## src/rtl/gfx128_clip_plot_if.sv

```systemverilog
// gfx128_clip_plot_if: pixel request, clip/target configuration and 128-bit memory write bus
interface gfx128_clip_plot_if #(parameter int point_width = 16);
   logic                   stb_i;
   logic                   wr_i;
   logic [point_width-1:0] x_i;
   logic [point_width-1:0] y_i;
   logic                   clip_en_i;
   logic [point_width-1:0] clip_ul_x_i;
   logic [point_width-1:0] clip_ul_y_i;
   logic [point_width-1:0] clip_lr_x_i;
   logic [point_width-1:0] clip_lr_y_i;
   logic [31:0]            target_base_i;
   logic [15:0]            target_width_i;
   logic [1:0]             color_depth_i;
   logic [31:0]            color_i;
   logic                   ack_o;
   logic                   write_request_o;
   logic                   mem_ack_i;
   logic [31:0]            mem_adr_o;
   logic [15:0]            mem_sel_o;
   logic [127:0]           mem_dat_o;
   modport slave (
      input  stb_i, wr_i, x_i, y_i, clip_en_i, clip_ul_x_i, clip_ul_y_i, clip_lr_x_i, clip_lr_y_i,
      input  target_base_i, target_width_i, color_depth_i, color_i, mem_ack_i,
      output ack_o, write_request_o, mem_adr_o, mem_sel_o, mem_dat_o
   );
   modport master (
      output stb_i, wr_i, x_i, y_i, clip_en_i, clip_ul_x_i, clip_ul_y_i, clip_lr_x_i, clip_lr_y_i,
      output target_base_i, target_width_i, color_depth_i, color_i, mem_ack_i,
      input  ack_o, write_request_o, mem_adr_o, mem_sel_o, mem_dat_o
   );
endinterface

```

## src/rtl/gfx128_clip_plot.sv

```systemverilog
// gfx128_clip_plot: clips one pixel per request and issues a masked 128-bit framebuffer write
module gfx128_clip_plot #(parameter int point_width = 16) (
   input logic               clk_i,
   input logic               rst_i,
   gfx128_clip_plot_if.slave bus
);
   typedef enum logic [1:0] {IDLE, MUL, ADR, WRITE} state_t;
   state_t                 r_state, w_next;
   logic [point_width-1:0] r_x, r_y;
   logic [31:0]            r_color, r_pix_off, r_adr;
   logic [1:0]             r_depth;
   logic                   r_ack, r_req;
   logic [15:0]            r_sel;
   logic [127:0]           r_dat;
   logic                   w_vis, w_done;
   logic [31:0]            w_mul, w_a;
   logic [3:0]             w_lane;
   logic [15:0]            w_sel;
   logic [127:0]           w_dat;
   assign w_vis = bus.wr_i & (~bus.clip_en_i |
                  (bus.clip_ul_x_i <= bus.x_i && bus.x_i <= bus.clip_lr_x_i &&
                   bus.clip_ul_y_i <= bus.y_i && bus.y_i <= bus.clip_lr_y_i));
   assign w_done = (r_state == WRITE) && bus.mem_ack_i;
   assign w_mul  = 32'(r_y) * 32'(bus.target_width_i) + 32'(r_x);
   // depth 3 falls through to the 32bpp arm
   assign w_a    = bus.target_base_i + (r_depth == 2'd0 ? r_pix_off :
                   r_depth == 2'd1 ? {r_pix_off[30:0], 1'b0} : {r_pix_off[29:0], 2'b00});
   assign w_lane = w_a[3:0];
   assign w_sel  = r_depth == 2'd0 ? 16'h0001 << w_lane :
                   r_depth == 2'd1 ? 16'h0003 << {w_lane[3:1], 1'b0} :
                                     16'h000F << {w_lane[3:2], 2'b00};
   assign w_dat  = r_depth == 2'd0 ? {16{r_color[7:0]}} :
                   r_depth == 2'd1 ? {8{r_color[15:0]}} : {4{r_color}};
   always_comb begin
      w_next = r_state;
      case (r_state)
         IDLE:    w_next = (bus.stb_i && w_vis) ? MUL : IDLE;
         MUL:     w_next = ADR;
         ADR:     w_next = WRITE;
         WRITE:   w_next = bus.mem_ack_i ? IDLE : WRITE;
         default: w_next = IDLE;
      endcase
   end
   always_ff @(posedge clk_i) begin
      if (rst_i) r_state <= IDLE;
      else       r_state <= w_next;
   end
   always_ff @(posedge clk_i) begin
      if (rst_i) begin
         r_x       <= '0;
         r_y       <= '0;
         r_color   <= '0;
         r_depth   <= '0;
         r_pix_off <= '0;
         r_ack     <= 1'b0;
         r_req     <= 1'b0;
         r_adr     <= '0;
         r_sel     <= '0;
         r_dat     <= '0;
      end else begin
         r_ack <= ((r_state == IDLE) && bus.stb_i && !w_vis) || w_done;
         if (r_state == IDLE && bus.stb_i) begin
            r_x     <= bus.x_i;
            r_y     <= bus.y_i;
            r_color <= bus.color_i;
            r_depth <= bus.color_depth_i;
         end
         if (r_state == MUL) r_pix_off <= w_mul;
         if (r_state == ADR) begin
            r_req <= 1'b1;
            r_adr <= {w_a[31:4], 4'b0000};
            r_sel <= w_sel;
            r_dat <= w_dat;
         end else if (w_done) begin
            r_req <= 1'b0;
         end
      end
   end
   assign bus.ack_o           = r_ack;
   assign bus.write_request_o = r_req;
   assign bus.mem_adr_o       = r_adr;
   assign bus.mem_sel_o       = r_sel;
   assign bus.mem_dat_o       = r_dat;
endmodule

```

## src/flat_wrapper.sv

```systemverilog
// flat-port wrapper written by rule: the top's interface ports become plain ports
module gfx128_clip_plot_flat 
#(parameter int point_width = 16)
  (clk_i, rst_i, bus_stb_i, bus_wr_i, bus_x_i, bus_y_i, bus_clip_en_i, bus_clip_ul_x_i, bus_clip_ul_y_i, bus_clip_lr_x_i, bus_clip_lr_y_i, bus_target_base_i, bus_target_width_i, bus_color_depth_i, bus_color_i, bus_mem_ack_i, bus_ack_o, bus_write_request_o, bus_mem_adr_o, bus_mem_sel_o, bus_mem_dat_o);
  gfx128_clip_plot_if #(.point_width(point_width)) bus_i ();
  input logic clk_i;
  input logic rst_i;
  input wire logic [$bits(bus_i.stb_i)-1:0] bus_stb_i;
  input wire logic [$bits(bus_i.wr_i)-1:0] bus_wr_i;
  input wire logic [$bits(bus_i.x_i)-1:0] bus_x_i;
  input wire logic [$bits(bus_i.y_i)-1:0] bus_y_i;
  input wire logic [$bits(bus_i.clip_en_i)-1:0] bus_clip_en_i;
  input wire logic [$bits(bus_i.clip_ul_x_i)-1:0] bus_clip_ul_x_i;
  input wire logic [$bits(bus_i.clip_ul_y_i)-1:0] bus_clip_ul_y_i;
  input wire logic [$bits(bus_i.clip_lr_x_i)-1:0] bus_clip_lr_x_i;
  input wire logic [$bits(bus_i.clip_lr_y_i)-1:0] bus_clip_lr_y_i;
  input wire logic [$bits(bus_i.target_base_i)-1:0] bus_target_base_i;
  input wire logic [$bits(bus_i.target_width_i)-1:0] bus_target_width_i;
  input wire logic [$bits(bus_i.color_depth_i)-1:0] bus_color_depth_i;
  input wire logic [$bits(bus_i.color_i)-1:0] bus_color_i;
  input wire logic [$bits(bus_i.mem_ack_i)-1:0] bus_mem_ack_i;
  output wire logic [$bits(bus_i.ack_o)-1:0] bus_ack_o;
  output wire logic [$bits(bus_i.write_request_o)-1:0] bus_write_request_o;
  output wire logic [$bits(bus_i.mem_adr_o)-1:0] bus_mem_adr_o;
  output wire logic [$bits(bus_i.mem_sel_o)-1:0] bus_mem_sel_o;
  output wire logic [$bits(bus_i.mem_dat_o)-1:0] bus_mem_dat_o;
  assign bus_i.stb_i = bus_stb_i;
  assign bus_i.wr_i = bus_wr_i;
  assign bus_i.x_i = bus_x_i;
  assign bus_i.y_i = bus_y_i;
  assign bus_i.clip_en_i = bus_clip_en_i;
  assign bus_i.clip_ul_x_i = bus_clip_ul_x_i;
  assign bus_i.clip_ul_y_i = bus_clip_ul_y_i;
  assign bus_i.clip_lr_x_i = bus_clip_lr_x_i;
  assign bus_i.clip_lr_y_i = bus_clip_lr_y_i;
  assign bus_i.target_base_i = bus_target_base_i;
  assign bus_i.target_width_i = bus_target_width_i;
  assign bus_i.color_depth_i = bus_color_depth_i;
  assign bus_i.color_i = bus_color_i;
  assign bus_i.mem_ack_i = bus_mem_ack_i;
  assign bus_ack_o = bus_i.ack_o;
  assign bus_write_request_o = bus_i.write_request_o;
  assign bus_mem_adr_o = bus_i.mem_adr_o;
  assign bus_mem_sel_o = bus_i.mem_sel_o;
  assign bus_mem_dat_o = bus_i.mem_dat_o;
  gfx128_clip_plot #(.point_width(point_width)) u_core (.clk_i(clk_i), .rst_i(rst_i), .bus(bus_i));
endmodule
```

## config.mk

```make
export PLATFORM = sky130hd
export DESIGN_NAME = gfx128_clip_plot_flat
export DESIGN_NICKNAME = d
export VERILOG_FILES = /design/src/rtl/gfx128_clip_plot_if.sv /design/src/rtl/gfx128_clip_plot.sv /design/src/flat_wrapper.sv
export SDC_FILE = /design/constraint.sdc
export NUM_CORES = 1
export LEC_CHECK = 0
export BUFFER_PORTS_ARGS = -buffer_cell sky130_fd_sc_hd__clkbuf_2
export CAP_MARGIN = 20
export CORE_MARGIN = 5
export CORE_UTILIZATION = 35
export CTS_CLUSTER_SIZE = 10
export DETAILED_ROUTE_END_ITERATION = 12
export PLACE_DENSITY = 0.58
export REMOVE_ABC_BUFFERS = 1
export SYNTH_ARGS = -nofsm -noshare
export SYNTH_HDL_FRONTEND = slang
export SYNTH_SLANG_ARGS = --single-unit
```

## constraint.sdc

```tcl
create_clock -name clk_i -period 10.98 [get_ports clk_i]
set_clock_uncertainty 0.05 [all_clocks]
set_input_delay 1.098 -clock clk_i [delete_from_list [all_inputs] [get_ports clk_i]]
set_output_delay 1.098 -clock clk_i [all_outputs]
set_load 0.01 [all_outputs]
```

==> results.yml <==
sta:
  fmax_mhz: 146
  fin_tns_setup_ns: 0
  worstMarginPinSlew_ns: 0.903
  slew_violations: 0
  setup_viol: 0
  setup_slack_ns: 4.13
  fin_crit_ns: 6.85
  grt_setup_unrepaired: "false"
  final_hold_viol_count: 0
  post-route-period-util_pct: 62.4
  max-slew-margin-rel_pct: 39.7
placed_design:
  dp_hpwl_microns: 45200
  routabilityCongestion: 0.870
  io_buffers: 357
  dp_worst_setup_slack_ns: 3.65
die:
  io-pin-count: 362
  core-area_sq_um: 57400
  dieArea_sq_um: 62600
  initial_core_util_pct: 35.2
  num_rows: 88
  die_y_microns: 250
  fp.dieW_microns: 250
clock_tree:
  cts-root-buf: "clkbuf_16"
  htree_levels: 4
  clk_pin_slew_worst_paths_ns: 0.08
  cts_setup_buffers: 0
  clkSinkCount: 178
  cts_buffer_depth: 2
  tritoncts: "yes"
  ctsResizeCount: 0
  hold_buffers: 0
  insertion_delay_ns: 0.48
  cts_made_buffers: 17
critical_path:
  crit_path_end: "u_core.r_pix_off[30]"
  critPathKind: "flip-flop to flip-flop"
  timing.rr.start: "u_core.r_y[10]"
  endpoint_kind: "flip-flop"
  start_kind: "flip-flop"
  cp_max_fo: 17
  startpoint: "u_core.r_y[10]"
  timing.rr.end: "u_core.r_pix_off[30]"
  reg2reg_depth: 20
  rrSetupSlack_ns: 4.13
  worstPathArrival_ns: 7.18
  cp.required_ns: 11.31
yosys:
  ys_seq_area_share_pct: 17.7
  yosys.cell_types.count: 69
  synth_edf_count: 0
  synth_warnings: 0
  netlist_area_sq_um: 20200
  synthFlopType: "dfxtp_1"
  avgSynthCellArea_sq_um: 8.08
  synth_seq_cells: 178
  synthesis.instances: 2496
  async_flop_share_pct: 0
grt:
  top_usage_layer: "met2"
  gr-usage-met2_pct: 30.1
  track_usage_pct: 17.9
  grt_pass1_vias: 17227
  antenna_found_initial: 3
  grt_overflow: 0
  grt_pass1_wl_microns: 91900
  grt_use_met1_pct: 23.5
  grtUsageMet3_pct: 3.82
  grt_max_degree: 77
outcome:
  status: "finished, final reports clean"
detailed_routing:
  routed_wl_microns: 56800
  vias: 17018
  via_per_inst: 4.94
  drt-initial-drc-count: 808
  wl_per_cell_microns: 16.5
  ant_nets: 0
  drcViolationCount: 0
  drtPass1Iterations: 5
cells_and_area:
  final-seq-area_sq_um: 3570
  multi_input_area_sq_um: 14000
  n_fill_cell: 5901
  nNetsFinal: 3259
  area_growth_pct: 11.2
  drive_gt1_share_pct: 16.0
min_path:
  hp-start: "u_core.bus.mem_adr_o[18]"
  holdCritPathClass: "flip-flop to flip-flop"
pwr:
  power_leakage_nw: 11.1
  power_density_nw_per_um2: 128
  power_mw: 2.88
  peakVddDrop_uv: 126
run:
  maxCapViolations: 0
## sequential cells by signal (all words and copies together), names as in the netlist
signal                      count
u_core.bus.ack_o                1
u_core.bus.mem_adr_o           28
u_core.bus.mem_dat_o           32
u_core.bus.mem_sel_o           16
u_core.bus.write_request_o      1
u_core.r_color                 32
u_core.r_depth                  2
u_core.r_pix_off               32
u_core.r_state                  2
u_core.r_x                     16
u_core.r_y                     16
## logic make-up (layout without fill, tap and decap cells)
family | after synthesis | after routing | share of synthesized area, %
AND/OR/NAND/NOR | 765 | 765 | 17.3
buffers and inverters | 588 | 765 | 12.9
AO/OA/AOI/OAI | 460 | 460 | 14.5
adder cells (fa/ha/maj) | 412 | 412 | 33.4
flip-flops | 178 | 178 | 17.7
multiplexers | 47 | 47 | 2.33
XOR/XNOR | 45 | 45 | 1.95
other | 1 | 6 | 0.0186
## cell usage after synthesis (6+ instances only)
| cell type | instances | area, sq um |
|---|---|---|
| xnor2_1 | 33 | 289 |
| nand4_1 | 24 | 150 |
| and3_1 | 13 | 81.3 |
| a22oi_1 | 16 | 120 |
| o21ai_0 | 63 | 315 |
| inv_1 | 364 | 1370 |
| nor2b_1 | 16 | 100 |
| buf_4 | 102 | 766 |
| nor3_1 | 14 | 70.1 |
| buf_1 | 10 | 37.5 |
| a211oi_1 | 21 | 158 |
| a21o_1 | 57 | 428 |
| a21oi_1 | 189 | 946 |
| a311o_1 | 6 | 60.1 |
| nor4_1 | 9 | 56.3 |
| mux2i_1 | 47 | 470 |
| a311oi_1 | 11 | 96.3 |
| o21a_1 | 17 | 128 |
| nand3_1 | 15 | 75.1 |
| nand2b_1 | 11 | 68.8 |
| clkbuf_1 | 109 | 409 |
| nor2_1 | 76 | 285 |
| dfxtp_1 | 178 | 3560 |
| and2_1 | 116 | 726 |
| o21ai_1 | 7 | 35.0 |
| ha_1 | 201 | 2510 |
| xor2_1 | 12 | 105 |
| o21bai_1 | 11 | 82.6 |
| fa_1 | 211 | 4220 |
| nand2_1 | 450 | 1690 |
## area by class of cell
| class | count | share of cell area (%) |
|---|---|---|
| Antenna cell | 2 | 0.0223 |
| Clock buffer | 17 | 1.90 |
| Clock inverter | 15 | 0.909 |
| Inverter | 365 | 6.12 |
| Multi-Input combinational cell | 1733 | 62.6 |
| Sequential cell | 178 | 15.9 |
| Tap cell | 765 | 4.26 |
| Timing Repair Buffer | 368 | 8.36 |
## metrics by stage
stage,hold slack [ns],utilization (%),std cells,instance area (sq um)
3_5_place_dp,0.395,38.0,3409,21800
2_1_floorplan,0.380,-,2276,19000
3_3_place_gp,0.395,38.0,3409,21800
5_1_grt,0.420,39.1,3442,22400
6_report,0.405,39.1,3443,22400
4_1_cts,0.404,39.1,3441,22400
## metal layers
layer  wire length, microns  vias up
li1                       -     8303
met1                  25600     8186
met5                      0        -
met3                   3380       56
met2                  26900      473
met4                    898        0
## cell usage in the layout (no fill, tap or decap), drive strengths merged, types with 24 or more instances in the layout
cell	synthesis	layout
ha	201	201
fa	211	211
o21ai	71	71
mux2i	47	47
and2	116	116
nand2	451	451
nor2	76	76
clkbuf	109	373
a21oi	192	192
xnor2	33	33
nand4	24	24
a21o	57	57
inv	365	375
dfxtp	178	178
## power breakdown
group / internal [mW] / switching (mW)
clock: 0.317 / 0.332
combinational: 0.601 / 0.866
sequential: 0.693 / 0.0739
total: 1.61 / 1.27
## critical path, stage by stage (launching register included)
cell and delay [ns]:
dfxtp_1 0.90, nand2_1 0.18, fa_1 0.54, fa_1 0.58, fa_1 0.45, fa_1 0.55, inv_1 0.05, fa_1 0.48
inv_1 0.05, fa_1 0.48, inv_1 0.04, ha_1 0.34, and3_1 0.27, a221o_1 0.34, a21o_1 0.20, a311oi_1 0.40
o31a_1 0.26, o21a_1 0.18, o21ai_1 0.09, xnor2_1 0.13, o31ai_1 0.19
## worst min path at each step
stage                                          end  cells after the start  slack [ns]
after CTS                 u_core.bus.mem_adr_o[18]                      2        0.40
final                     u_core.bus.mem_adr_o[18]                      2        0.41
after global routing      u_core.bus.mem_adr_o[23]                      2        0.42
after global placement          u_core.r_color[21]                      2        0.39
after floorplan                 u_core.r_color[16]                      2        0.38
after detailed placement  u_core.bus.mem_adr_o[18]                      2        0.40
(Power assumes the default switching activity.)
